<file path="config.mk">
export PLATFORM = sky130hd
export DESIGN_NAME = branch_predictor_table
export DESIGN_NICKNAME = d
export VERILOG_FILES = /design/src/rtl/bpt_pkg.sv /design/src/rtl/sat_counter.sv /design/src/rtl/branch_predictor_table.sv
export SDC_FILE = /design/constraint.sdc
export NUM_CORES = 1
export LEC_CHECK = 0
export ABC_AREA = 0
export ABC_CLOCK_PERIOD_IN_PS = 2980
export CORE_UTILIZATION = 60
export CTS_CLUSTER_DIAMETER = 40
export DETAILED_ROUTE_END_ITERATION = 12
export GPL_ROUTABILITY_DRIVEN = 0
export PLACE_DENSITY = 0.81
export SLEW_MARGIN = 0
export SYNTH_ARGS = -nofsm -noshare
export SYNTH_HDL_FRONTEND = slang
export SYNTH_HIERARCHICAL = 1
export SYNTH_SLANG_ARGS = --single-unit
</file>
<file path="constraint.sdc">
create_clock -name i_clk -period 2.98 [get_ports i_clk]
set_input_delay 0.447 -clock i_clk [delete_from_list [all_inputs] [get_ports i_clk]]
set_output_delay 0.447 -clock i_clk [all_outputs]
set_load 0.05 [all_outputs]
</file>
<file path="src/rtl/bpt_pkg.sv">
// Shared definitions for the branch history table: counter state names,
// default parameter values and the saturating step helpers.
package bpt_pkg;

  // Names of the four states of a 2-bit predictor counter.
  typedef enum logic [1:0] {
    SNT = 2'b00,  // strongly not-taken
    WNT = 2'b01,  // weakly not-taken
    WT  = 2'b10,  // weakly taken
    ST  = 2'b11   // strongly taken
  } ctr2_state_e;

  localparam int DEF_INDEX_BITS = 5;
  localparam int DEF_CTR_BITS   = 2;
  localparam int DEF_INIT_STATE = 1;
  localparam int DEF_STAT_BITS  = 16;

  // Increment that sticks at max_val; callers pass zero-extended operands.
  function automatic logic [31:0] sat_inc(input logic [31:0] val, input logic [31:0] max_val);
    logic [31:0] res;
    if (val >= max_val) res = max_val;
    else                res = val + 32'd1;
    return res;
  endfunction

  // Decrement that sticks at zero.
  function automatic logic [31:0] sat_dec(input logic [31:0] val);
    logic [31:0] res;
    if (val == 32'd0) res = 32'd0;
    else              res = val - 32'd1;
    return res;
  endfunction

endpackage

</file>
<file path="src/rtl/sat_counter.sv">
// One table entry: a CTR_BITS-wide saturating counter. The combinational
// next value is exported so the top level can forward it to a same-cycle read.
module sat_counter
  import bpt_pkg::*;
#(
  parameter int CTR_BITS   = DEF_CTR_BITS,
  parameter int INIT_STATE = DEF_INIT_STATE
) (
  input  logic                i_clk,
  input  logic                i_rst,
  input  logic                i_en,
  input  logic                i_taken,
  output logic [CTR_BITS-1:0] o_state,
  output logic [CTR_BITS-1:0] o_next
);

  localparam logic [31:0] CTR_MAX = 32'((64'd1 << CTR_BITS) - 64'd1);

  logic [CTR_BITS-1:0] r_state;
  logic [CTR_BITS-1:0] w_next;

  // Saturating step toward the resolved outcome.
  always_comb begin
    w_next = r_state;
    if (i_taken) w_next = CTR_BITS'(sat_inc(32'(r_state), CTR_MAX));
    else         w_next = CTR_BITS'(sat_dec(32'(r_state)));
  end

  // Counter register: reset to the initial state, otherwise step only when updated.
  always_ff @(posedge i_clk) begin
    if (i_rst)     r_state <= CTR_BITS'(INIT_STATE);
    else if (i_en) r_state <= w_next;
    else           r_state <= r_state;
  end

  assign o_state = r_state;
  assign o_next  = w_next;

endmodule

</file>
<file path="src/rtl/branch_predictor_table.sv">
// Branch history table of saturating counters with a registered read port,
// an update port forwarded to same-index reads, and saturating statistics.
module branch_predictor_table
  import bpt_pkg::*;
#(
  parameter int INDEX_BITS = DEF_INDEX_BITS,
  parameter int CTR_BITS   = DEF_CTR_BITS,
  parameter int INIT_STATE = DEF_INIT_STATE,
  parameter int STAT_BITS  = DEF_STAT_BITS
) (
  input  logic                  i_clk,
  input  logic                  i_rst,
  input  logic                  i_rd_en,
  input  logic [INDEX_BITS-1:0] i_rd_index,
  input  logic                  i_wr_en,
  input  logic [INDEX_BITS-1:0] i_wr_index,
  input  logic                  i_wr_taken,
  input  logic                  i_clr_stats,
  output logic                  o_pred_taken,
  output logic [CTR_BITS-1:0]   o_pred_state,
  output logic                  o_pred_valid,
  output logic [STAT_BITS-1:0]  o_stat_updates,
  output logic [STAT_BITS-1:0]  o_stat_mispredicts
);

  localparam int          ENTRIES  = 2 ** INDEX_BITS;
  localparam logic [31:0] STAT_MAX = 32'((64'd1 << STAT_BITS) - 64'd1);

  logic [CTR_BITS-1:0]  w_state [ENTRIES];
  logic [CTR_BITS-1:0]  w_next  [ENTRIES];
  logic [CTR_BITS-1:0]  w_rd_val;
  logic [CTR_BITS-1:0]  w_wr_old;
  logic                 w_mispredict;

  logic                 r_pred_taken;
  logic [CTR_BITS-1:0]  r_pred_state;
  logic                 r_pred_valid;
  logic [STAT_BITS-1:0] r_stat_updates;
  logic [STAT_BITS-1:0] r_stat_mispredicts;

  // Flat array of counters so every entry can be reset in one cycle.
  for (genvar g = 0; g < ENTRIES; g++) begin : g_entry
    sat_counter #(
      .CTR_BITS   (CTR_BITS),
      .INIT_STATE (INIT_STATE)
    ) u_ctr (
      .i_clk   (i_clk),
      .i_rst   (i_rst),
      .i_en    (i_wr_en && (i_wr_index == INDEX_BITS'(g))),
      .i_taken (i_wr_taken),
      .o_state (w_state[g]),
      .o_next  (w_next[g])
    );
  end

  // Read mux with forwarding of a same-cycle update to the same entry.
  always_comb begin
    w_rd_val = w_state[i_rd_index];
    if (i_wr_en && (i_rd_index == i_wr_index)) w_rd_val = w_next[i_rd_index];
    else                                       w_rd_val = w_state[i_rd_index];
  end

  assign w_wr_old     = w_state[i_wr_index];
  assign w_mispredict = (w_wr_old[CTR_BITS-1] != i_wr_taken);

  // Prediction register: captured on rd_en, held otherwise.
  always_ff @(posedge i_clk) begin
    if (i_rst) begin
      r_pred_taken <= 1'b0;
      r_pred_state <= '0;
      r_pred_valid <= 1'b0;
    end else begin
      r_pred_valid <= i_rd_en;
      if (i_rd_en) begin
        r_pred_state <= w_rd_val;
        r_pred_taken <= w_rd_val[CTR_BITS-1];
      end else begin
        r_pred_state <= r_pred_state;
        r_pred_taken <= r_pred_taken;
      end
    end
  end

  // Saturating statistics; a clear wins over a same-cycle increment.
  always_ff @(posedge i_clk) begin
    if (i_rst || i_clr_stats) begin
      r_stat_updates     <= '0;
      r_stat_mispredicts <= '0;
    end else if (i_wr_en) begin
      r_stat_updates <= STAT_BITS'(sat_inc(32'(r_stat_updates), STAT_MAX));
      if (w_mispredict) r_stat_mispredicts <= STAT_BITS'(sat_inc(32'(r_stat_mispredicts), STAT_MAX));
      else              r_stat_mispredicts <= r_stat_mispredicts;
    end else begin
      r_stat_updates     <= r_stat_updates;
      r_stat_mispredicts <= r_stat_mispredicts;
    end
  end

  assign o_pred_taken       = r_pred_taken;
  assign o_pred_state       = r_pred_state;
  assign o_pred_valid       = r_pred_valid;
  assign o_stat_updates     = r_stat_updates;
  assign o_stat_mispredicts = r_stat_mispredicts;

endmodule

</file>
# ---- Word level (Yosys, flattened, before mapping)
# Cells that the tools add are included.
# W data, S select, Z words.
dict set report classes {
  eq_ne 33
  n_mux 108
  n_shift 0
  n_reduce_logical 68
  n_addsub 66
  multipliers 0
  div 0
  magnitude_cmp 36
  bitwise 2
}
# operator count
set op_table {}
lappend op_table {{$mux W2} 103}
lappend op_table {{$eq A5 B5 Y1 const B} 16}
lappend op_table {{$add A2 B1 Y2 const B} 32}
lappend op_table {{$ge A2 B2 Y1 const B} 32}
lappend op_table {{$logic_not A2 Y1} 32}
lappend op_table {{$sub A2 B1 Y2 const B} 32}
lappend op_table {{$eq A5 B4 Y1 const B} 8}
lappend op_table {{$logic_and A1 B1 Y1} 33}
lappend op_table {{$add A16 B1 Y16 const B} 2}
lappend op_table {{$ge A16 B16 Y1 const B} 2}
lappend op_table {{$mux W16} 2}
lappend op_table {{$bmux W2 S5} 3}
lappend op_table {{$eq A5 B3 Y1 const B} 4}
lappend op_table {{$ge A6 B6 Y1 const B} 2}
lappend op_table {{$not A5 Y6} 2}
lappend op_table {{$eq A5 B2 Y1 const B} 2}
lappend op_table {{$eq A5 B1 Y1 const B} 1}
lappend op_table {{$eq A5 B5 Y1} 1}
lappend op_table {{$logic_not A5 Y1} 1}
lappend op_table {{$reduce_and A2 Y1} 1}
lappend op_table {{$logic_or A1 B1 Y1} 1}
lappend op_table {{$ne A1 B1 Y1} 1}
dict set report totals {
  ff_bits 100
  mem_bits_ro 0
  n_memories 0
  in_bits 16
  latch_bits 0
  word_cells 350
  mem_bits_rw 0
}

# ---- Longest topological paths before layout
# Gate-level depths: netlist of the first run.
dict set report logic_depth {
  depth_word 7
  depth_mapped 9
  mapped_depth_nobuf 8
}

# ---- Cells and area by module
# The synthesis of the first run kept the hierarchy.
# module cells_per_inst instances seq_area_each_um2 area_per_inst_um2
set modules_own_cells {}
lappend modules_own_cells {sat_counter 16 32 40.0 117.6}
lappend modules_own_cells {branch_predictor_table 415 1 700.7 3653.5}

# ---- Worst setup path before layout of the first run
# No wires, ideal clock.
dict set report synth_timing {
  path_kind {reg2reg}
  from {reg r_stat_mispredicts[0], in the netlist o_stat_mispredicts[0]}
  to {reg r_stat_mispredicts[3], in the netlist o_stat_mispredicts[3]}
  arrival_ns 2.491
  t_required_ns 2.885
  stages_incl_launch_ff 8
  period_less_slack_ns 2.586
  setup_ns 0.095
  n_path_buf 0
  slack_ns 0.394
  cell_sequence {dfxtp_1 -> ha_1 -> nand3_1 -> nor3_2 -> nand2_1 -> a2111oi_0 -> a21oi_1 -> a221oi_1}
}
dict set report synth_between {
  elab_chain_len 2
  word_cells_on_any_way 3
  cone_classes {add/sub (1); order compare (1); mux (1)}
}
# item line_no
set synth_rtl {}
lappend synth_rtl {{start, declared} branch_predictor_table.sv:39} ;# logic [STAT_BITS-1:0] r_stat_mispredicts;
lappend synth_rtl {{start signal, assigned} branch_predictor_table.sv:91} ;# if (w_mispredict) r_stat_mispredicts <= STAT_BITS'(sat_inc(32'(r_stat_mispredicts), STAT_MAX));
lappend synth_rtl {{start signal, assigned} branch_predictor_table.sv:92} ;# else r_stat_mispredicts <= r_stat_mispredicts;
lappend synth_rtl {{start signal, assigned} branch_predictor_table.sv:95} ;# r_stat_mispredicts <= r_stat_mispredicts;
lappend synth_rtl {{$add A16 B1 Y16 or $ge A16 B16 Y1 (tied branches)} {bpt_pkg.sv:22, bpt_pkg.sv:21}}
lappend synth_rtl {{$mux W16 (*)} bpt_pkg.sv:21} ;# if (val >= max_val) res = max_val;
# Every way passes the cells marked *; elsewhere a longest branch is shown, timed or not.
# A chain may end at the register's enable or synchronous reset.

# ---- Worst setup path after layout of the first run
dict set report layout_timing {
  from {in i_rd_index[1]}
  to {reg r_pred_taken, in the netlist o_pred_taken}
}
dict set report layout_between {
  elab_chain_len 5
  word_cells_on_any_way 10
  cone_classes {eq/ne (1); mux (7); bitwise (1); reduce/logical (1)}
}
# item line_no
set layout_rtl {}
lappend layout_rtl {{start, declared} branch_predictor_table.sv:14} ;# input logic [INDEX_BITS-1:0] i_rd_index,
lappend layout_rtl {{$not A5 Y6 (implied by the code)} {branch_predictor_table.sv:59, branch_predictor_table.sv:60}}
lappend layout_rtl {{$bmux W2 S5 (on tied branches)} {branch_predictor_table.sv:60, branch_predictor_table.sv:59}}
lappend layout_rtl {{$mux W2 (on tied branches) (2 in series)} {branch_predictor_table.sv:60, branch_predictor_table.sv:59}}
lappend layout_rtl {{$mux W2 (*)} branch_predictor_table.sv:59} ;# if (i_wr_en && (i_rd_index == i_wr_index)) w_rd_val = w_next[i_rd_index];
lappend layout_rtl {{end signal, assigned} branch_predictor_table.sv:76} ;# r_pred_taken <= w_rd_val[CTR_BITS-1];
lappend layout_rtl {{end signal, assigned} branch_predictor_table.sv:79} ;# r_pred_taken <= r_pred_taken;
lappend layout_rtl {{end, declared} branch_predictor_table.sv:35} ;# logic r_pred_taken;
# Every way passes the cells marked *; elsewhere a longest branch is shown, timed or not. The select of a mux whose other input is x is not followed.

==> impl_results.md, run 1 <==
* Result of the run: completed
* Post-synthesis register bit count at 99
* Req. time, crit path at 3.26 ns
* Number of input and output port buffers inserted at 51
* First-iteration detailed-routing DRC count at 764
* Sum of routed wire length over all layers at 19.4 mm
* Worst max-slew margin expressed relative to the limit at 49.2%
* R2r setup slk at 0.55 ns
* Count of vias placed by the detailed router at 7345
* Total count of max-transition violations in the final report at 0
* Synth Net Count at 945
* Fin util at 71.2%
* Fmax achieved at 377 MHz
* Portion of the post-synthesis area used by sequential elements at 26.7%
* Vias in the first global route at 6656
* Class of the tightest hold or removal check: flop to flop
* Worst-case clock skew at 0.00843 ns
* Top flip-flop cell by instance count after synthesis: sky130_fd_sc_hd__dfxtp_1
* Initial core utilization at 61.8%
* Hold path startpoint: o_stat_updates[6]
* Count of flip-flops with a built-in enable after synthesis at 0
* CTS H-tree lvls at 3
* Number of distinct library cells after synthesis at 55
* Total clock sinks at 99
* Crit path max fanout at 7
* Number of cells on the worst hold path at 1
* Least-Margin Pin Slew at 0.763 ns
* Count of warnings emitted by yosys at 6
* Final net count at 1014
* Area occupied by multi-input gates at 4900 um2
* Fill count at 962
* Period Utilization, post-route at 89.0%
* Top Ports at 52
* Clk Latency, worst-skew pair at 0.36 ns
* Clock root buffer: sky130_fd_sc_hd__clkbuf_16
* Global-route congestion overflow total at 0
* Cell Rows at 40
* CTS Buf Count at 9
* Fraction of final layout cells sized beyond drive strength 1 at 14.4%
* Post-CTS Setup Inserts at 0
* Power density over the cells at 428 nW/um2
* Minimum setup slack after placement at -0.0266 ns
* Average via count per standard cell at 6.40
* Proportion of synthesized flip-flops having asynchronous set or reset at 0%
* Wire length of the first global-routing pass at 31.9 mm
* Mean Syn Cell Area at 8.00 um2
* Critical R2R Launch: g_entry[1].u_ctr/o_state[1]
* Number of hold violations in the final report at 0
* TritonCTS clock tree: done
* Height of the chip at 113 um
* Number of optimization iterations in the first detailed-route pass at 5
* Worst IR Drop VDD at 0.306 mV
* Unrepaired setup endpoints after global routing: false
* Number of resized instances in the post-cts repair step at 0
* Core footprint at 12000 um2
* Synth Instances at 927
* DP Wirelength at 14.1 mm
* Time the final worst path needs with I/O delays and setup at 2.65 ns
* Final setup margin at 0.327 ns
* Maximum root-to-sink buffer count at 2
* WHS Endpoint: o_stat_updates[6]
* Number of nets with antenna violations after detailed routing at 0
* Crit path kind: input pin to flop
* Area enclosed by the die boundary at 12800 um2
* Remaining routing DRC violations at 0
* Max Cap Violations at 0
* Diodes inserted at 0
* Post-Synthesis Cell Area at 7420 um2
* Crit path arrival time at 2.93 ns
* Count of cells along the worst register-to-register path at 8
* Startpoint type of the worst setup path: input pin
* Leak Pwr at 3.21 nW
* Layout-stage area growth over the synthesis result at 15.3%
* Type of element capturing the critical path: flop
* Post-CTS Hold Fix Bufs at 0
* Die Wd at 113 um
* Total area of sequential cells at 1980 um2
* Clock slew at the register clock pins of the worst setup and hold paths at 0.07 ns
* Pin count of the biggest net entering global routing at 83
* Endpoints failing setup at 0
* Initial antenna violation count at 0
* Total GRT Usage at 31.2%
* Wire length per cell after detailed routing at 16.9 um
* Capture instance of the worst register-to-register path: o_pred_taken
==> cells by family (layout without fill, tap and decap cells) <==
logic type	after synthesis	in the layout	synth area share [%]
AO/OA/AOI/OAI	276	276	25.2
multiplexers	60	60	15.4
XOR/XNOR	15	15	1.77
adder cells (fa/ha/maj)	2	2	0.337
AND/OR/NAND/NOR	339	339	23.3
flip-flops	99	99	26.7
buffers and inverters	136	210	7.25
==> power by group <==
group / switching (mW) / internal, mW
clock network: 0.586 / 0.592
registers: 0.190 / 1.42
logic: 0.459 / 0.413
==> per-layer routing <==
metal	wire length (um)	global-route usage, %
met1	8390	41.4
met2	8800	49.5
met3	1380	4.71
met4	821	16.2
met5	0	0
==> synthesized netlist by cell type (32+ instances only) <==
cell / count / area, um2
sky130_fd_sc_hd__nand2_1: 63 / 236
sky130_fd_sc_hd__o32ai_1: 32 / 280
sky130_fd_sc_hd__nor2b_1: 40 / 250
sky130_fd_sc_hd__inv_2: 32 / 120
sky130_fd_sc_hd__inv_1: 72 / 270
sky130_fd_sc_hd__a21oi_1: 53 / 265
sky130_fd_sc_hd__dfxtp_1: 99 / 1980
sky130_fd_sc_hd__nand2b_1: 66 / 413
sky130_fd_sc_hd__o221ai_1: 32 / 280
sky130_fd_sc_hd__o21ai_0: 79 / 395
sky130_fd_sc_hd__a21boi_0: 32 / 240
sky130_fd_sc_hd__nor2_1: 82 / 308
sky130_fd_sc_hd__mux4_2: 43 / 968
==> worst max-delay path, cell delays in order <==
cell                              delay (ns)
sky130_fd_sc_hd__clkdlybuf4s50_1        0.62
sky130_fd_sc_hd__buf_4                  0.29
sky130_fd_sc_hd__xor2_1                 0.16
sky130_fd_sc_hd__nor4_1                 0.40
sky130_fd_sc_hd__nand3_1                0.19
sky130_fd_sc_hd__a2111oi_0              0.49
sky130_fd_sc_hd__o21ai_0                0.19
sky130_fd_sc_hd__o211ai_1               0.12
==> final cells by class <==
class | count | area share (%)
well taps | 147 | 2.15
inverters | 104 | 4.57
clock buffers | 9 | 2.63
repair buffers | 90 | 9.40
multi-input cells | 692 | 57.3
clock inverters | 7 | 0.790
flip-flops and latches | 99 | 23.2
==> per-stage QoR <==
stage | TNS, ns | power [mW] | cells | instance area, um2 | hold WS, ns
after floorplan | 0 | 2.19 | 927 | 7420 | 0.480
after global placement | 0 | 2.46 | 1132 | 8260 | 0.480
after detailed placement | -0.0266 | 2.49 | 1132 | 8260 | 0.500
after CTS | 0 | 3.66 | 1148 | 8550 | 0.518
after global routing | 0 | 3.82 | 1148 | 8550 | 0.544
final | 0 | 3.66 | 1148 | 8550 | 0.516
==> worst max path at each step <==
stage / start / to / slack [ns] / cells after the start
floorplan: o_stat_mispredicts[0] / o_stat_mispredicts[3] / 0.39 / 7
global placement: i_wr_index[1] / o_stat_mispredicts[1] / 0.007 / 7
detailed placement: i_wr_index[1] / o_stat_mispredicts[1] / -0.03 / 7
CTS: i_wr_index[1] / o_stat_mispredicts[1] / 0.35 / 7
global route: i_wr_index[1] / o_stat_mispredicts[12] / 0.20 / 8
finish: i_rd_index[1] / o_pred_taken / 0.33 / 8
==> cells in the final DEF, fill, tap and decap left out, drive strengths merged, types with 6 or more instances in the layout <==
cell type      synthesis  routed
a21boi                32      32
nor4                   6       6
nand3                 29      29
nor2                  83      83
mux4                  43      43
clkdlybuf4s50          0      48
a31oi                  6       6
a21oi                 54      54
a2111oi                6       6
a211oi                 7       7
clkbuf                17       9
o221ai                32      32
o211ai                 6       6
nand4                  9       9
buf                   15      42
mux2i                 17      17
nor3                  13      13
nand2b                66      66
nand2                 64      64
nor2b                 40      40
dfxtp                 99      99
and3                   8       8
xor2                  10      10
inv                  104     109
o21ai                 80      80
o32ai                 32      32
==> state kept, by name (all words and copies together) (netlist names) <==
register               flops
g_entry.u_ctr/o_state     64
o_stat_mispredicts        16
o_stat_updates            16
o_pred_state               1
o_pred_taken               1
o_pred_valid               1
(Power assumes the default switching activity.)
==> run 2, diff against run 1 <==
--- a/config.mk
+++ b/config.mk
@@ -7,11 +7,13 @@
 export LEC_CHECK = 0
 export ABC_AREA = 0
 export ABC_CLOCK_PERIOD_IN_PS = 2980
-export CORE_UTILIZATION = 60
+export CELL_PAD_IN_SITES_DETAIL_PLACEMENT = 0
+export CELL_PAD_IN_SITES_GLOBAL_PLACEMENT = 1
+export CORE_UTILIZATION = 45
 export CTS_CLUSTER_DIAMETER = 40
 export DETAILED_ROUTE_END_ITERATION = 12
 export GPL_ROUTABILITY_DRIVEN = 0
-export PLACE_DENSITY = 0.81
+export PLACE_DENSITY_LB_ADDON = 0.1
 export SLEW_MARGIN = 0
 export SYNTH_ARGS = -nofsm -noshare
 export SYNTH_HDL_FRONTEND = slang
==> run 2 against run 1 <==
Sequential share of layout area is 0.37 points lower. Die area is 33% higher. Critical endpoint is now o_stat_mispredicts[1]. Register-to-register slack worse by 0.08 ns. Critical path type unchanged. Global-route usage is 5.3 points lower. Clock skew is 0.00068 ns lower. Power is 1.6% higher. Largest cell class unchanged. Largest power group unchanged.
==> impl_results.md, run 2 (same netlist as run 1, synthesis figures left out) <==
* Core footprint at 16000 um2 (+33%)
* Class of the tightest hold or removal check: flop to flop
* CTS Buf Count at 9 (unchanged)
* Result of the run: completed
* Number of nets with antenna violations after detailed routing at 0 (unchanged)
* Diodes inserted at 0 (unchanged)
* Count of vias placed by the detailed router at 7373 (+0.38%)
* Final net count at 1011 (-0.30%)
* Critical R2R Launch: o_stat_mispredicts[0]
* CTS H-tree lvls at 3 (unchanged)
* Vias in the first global route at 6627 (-0.44%)
* Power share of the sequential group at 43.5% (-0.4 points)
* Area enclosed by the die boundary at 17000 um2 (+33%)
* Period Utilization, post-route at 91.0% (+1.9 points)
* Time the final worst path needs with I/O delays and setup at 2.71 ns (+0.0569 ns)
* Cell Int Power at 2.44 mW (+0.55%)
* Global-route congestion overflow total at 0 (unchanged)
* Cell Rows at 46 (+15%)
* Met2 track demand over resource in global routing at 43.7% (-5.8 points)
* Total GRT Usage at 25.9% (-5.3 points)
* Sum of internal, switching and leakage power at 3.72 mW (+1.6%)
* Clock group share of total power at 32.1% (about the same)
* TritonCTS clock tree: done
* Crit path max fanout at 10 (+3)
* Total area of sequential cells at 1980 um2 (unchanged)
* Sum of routed wire length over all layers at 21.8 mm (+12%)
* Least-Margin Pin Slew at 0.681 ns (-0.0819 ns)
* Power density over the cells at 428 nW/um2 (about the same)
* Wire length per cell after detailed routing at 17.9 um (+6.1%)
* Most used cells in the layout excluding fill and tap cells: sky130_fd_sc_hd__dfxtp_1 (99), sky130_fd_sc_hd__nor2_1 (82), sky130_fd_sc_hd__o21ai_0 (79)
* Total clock sinks at 99 (unchanged)
* Logic gate share of total power at 24.4% (+0.6 points)
* Number of resized instances in the post-cts repair step at 0 (unchanged)
* Leak Pwr at 3.23 nW (+0.75%)
* First-iteration detailed-routing DRC count at 533 (-30%)
* Layout-stage area growth over the synthesis result at 17.2%
* GR met3 Demand/Resource at 3.30% (-1.4 points)
* Initial antenna violation count at 0 (unchanged)
* Startpoint type of the worst setup path: input pin
* Number of optimization iterations in the first detailed-route pass at 5 (unchanged)
* Top Ports at 52 (unchanged)
* Fin util at 54.3% (-17 points)
* Post-CTS Hold Fix Bufs at 0 (unchanged)
* Fraction of final layout cells sized beyond drive strength 1 at 14.1% (-0.26 points)
* Number of hold violations in the final report at 0 (unchanged)
* Switching pwr at 1.28 mW (+3.8%)
* Peak-usage layer in the global routing report: met2
* Req. time, crit path at 3.23 ns (-0.03 ns)
* Type of element capturing the critical path: flop
* Clk Latency, worst-skew pair at 0.36 ns (about the same)
* Worst IR Drop VDD at 0.332 mV (+8.5%)
* Die Wd at 130 um (+15%)
* Height of the chip at 130 um (+15%)
* Endpoints failing setup at 0 (unchanged)
* Clock root buffer: sky130_fd_sc_hd__clkbuf_16
* Met1 track utilization from global routing at 33.0% (-8.4 points)
* Maximum root-to-sink buffer count at 2 (unchanged)
* Area occupied by multi-input gates at 4900 um2 (+0.13%)
* Initial core utilization at 46.4% (-15 points)
* Fmax achieved at 369 MHz (-2.1%)
* Crit path arrival time at 2.96 ns (+0.03 ns)
* Total count of max-transition violations in the final report at 0 (unchanged)
* Flip-flop count of the largest register after layout at 64 (unchanged)
* Critical path launch point: i_wr_index[1]
* Unrepaired setup endpoints after global routing: false
* Clock slew at the register clock pins of the worst setup and hold paths at 0.08 ns (about the same)
* Worst-case clock skew at 0.00774 ns (-0.000684 ns)
* DP Wirelength at 16.1 mm (+15%)
* Crit path kind: input pin to flop
* Most common cell after layout, fill and taps aside: sky130_fd_sc_hd__dfxtp_1
* Wire length of the first global-routing pass at 34.2 mm (+7.2%)
* Post-CTS Setup Inserts at 0 (unchanged)
* Fill count at 1545 (+61%)
* Number of input and output port buffers inserted at 51 (unchanged)
* Remaining routing DRC violations at 0 (unchanged)
* Pin count of the biggest net entering global routing at 68 (-18%)
* Average via count per standard cell at 6.07 (-5.1%)
* Hold path startpoint: o_stat_updates[4]
* Worst max-slew margin expressed relative to the limit at 54.6% (+5.5 points)
* Max Cap Violations at 0 (unchanged)
* Sw frac at 34.5% (+0.70 points)
==> run 2: changes by cell type in the layout (fill, tap and decap cells not counted) <==
cell	change
sky130_fd_sc_hd__buf_12	+6
sky130_fd_sc_hd__buf_4	-9
sky130_fd_sc_hd__clkinv_4	-1
sky130_fd_sc_hd__inv_6	+3
sky130_fd_sc_hd__inv_8	-2
sky130_fd_sc_hd__nor3_2	-1
sky130_fd_sc_hd__nor3_4	+1
==> run 2: per-stage QoR <==
stage | TNS (ns) | hold slack (ns) | cell area (um2) | worst slack (ns) | instances
global route | 0 | 0.546 | 8690 | 0.167 | 1214
CTS | 0 | 0.500 | 8680 | 0.283 | 1214
floorplan | 0 | 0.480 | 7420 | 0.394 | 927
global placement | 0 | 0.485 | 8400 | 0.0305 | 1198
finish | 0 | 0.506 | 8690 | 0.270 | 1214
detailed placement | -0.217 | 0.483 | 8400 | -0.0852 | 1198
==> run 2: power by group through the flow <==
stage | Combinational, mW | Sequential, mW | Clock [mW]
after global routing | 0.989 | 1.63 | 1.27
after global placement | 0.868 | 1.63 | 0
after CTS | 0.901 | 1.61 | 1.22
after detailed placement | 0.898 | 1.64 | 0
final | 0.908 | 1.62 | 1.19
after floorplan | 0.600 | 1.59 | 0
==> run 2: per-layer routing <==
| metal | wire, um | vias up |
|---|---|---|
| li1 | - | 3550 |
| met1 | 9470 | 3519 |
| met2 | 10500 | 254 |
| met3 | 1040 | 50 |
| met4 | 796 | 0 |
| met5 | 0 | - |
==> run 2: path summary, 6_finish.rpt <==
check	endpoint	slack (ns)	depth (start not counted)
max	o_stat_mispredicts[1]	0.27	9
min	o_stat_updates[4]	0.51	1
max reg2reg	o_stat_mispredicts[5]	0.47	7
min reg2reg	o_stat_updates[4]	0.51	1
==> run 2: worst max-delay path, stage by stage <==
cell and delay, ns:
sky130_fd_sc_hd__clkdlybuf4s50_1 0.48, sky130_fd_sc_hd__buf_4 0.17, sky130_fd_sc_hd__mux4_2 0.32, sky130_fd_sc_hd__nor3b_1 0.41, sky130_fd_sc_hd__a2111oi_4 0.08, sky130_fd_sc_hd__buf_12 0.17, sky130_fd_sc_hd__nor3_2 0.33, sky130_fd_sc_hd__nor2_1 0.18
sky130_fd_sc_hd__o311a_1 0.36
==> run 2: area by class of cell <==
type / count / share of cell area (%)
clock inverters: 7 / 0.720
clock buffers: 9 / 2.59
multi-input cells: 692 / 56.4
well taps: 216 / 3.11
flip-flops and latches: 99 / 22.8
inverters: 104 / 4.49
repair buffers: 87 / 9.85
==> run 3, diff against run 2 <==
--- a/config.mk
+++ b/config.mk
@@ -6,7 +6,6 @@
 export NUM_CORES = 1
 export LEC_CHECK = 0
 export ABC_AREA = 0
-export ABC_CLOCK_PERIOD_IN_PS = 2980
 export CELL_PAD_IN_SITES_DETAIL_PLACEMENT = 0
 export CELL_PAD_IN_SITES_GLOBAL_PLACEMENT = 1
 export CORE_UTILIZATION = 45
==> results of run 3 <==
No change in the layout: final DEF, timing and power equal those of run 2.
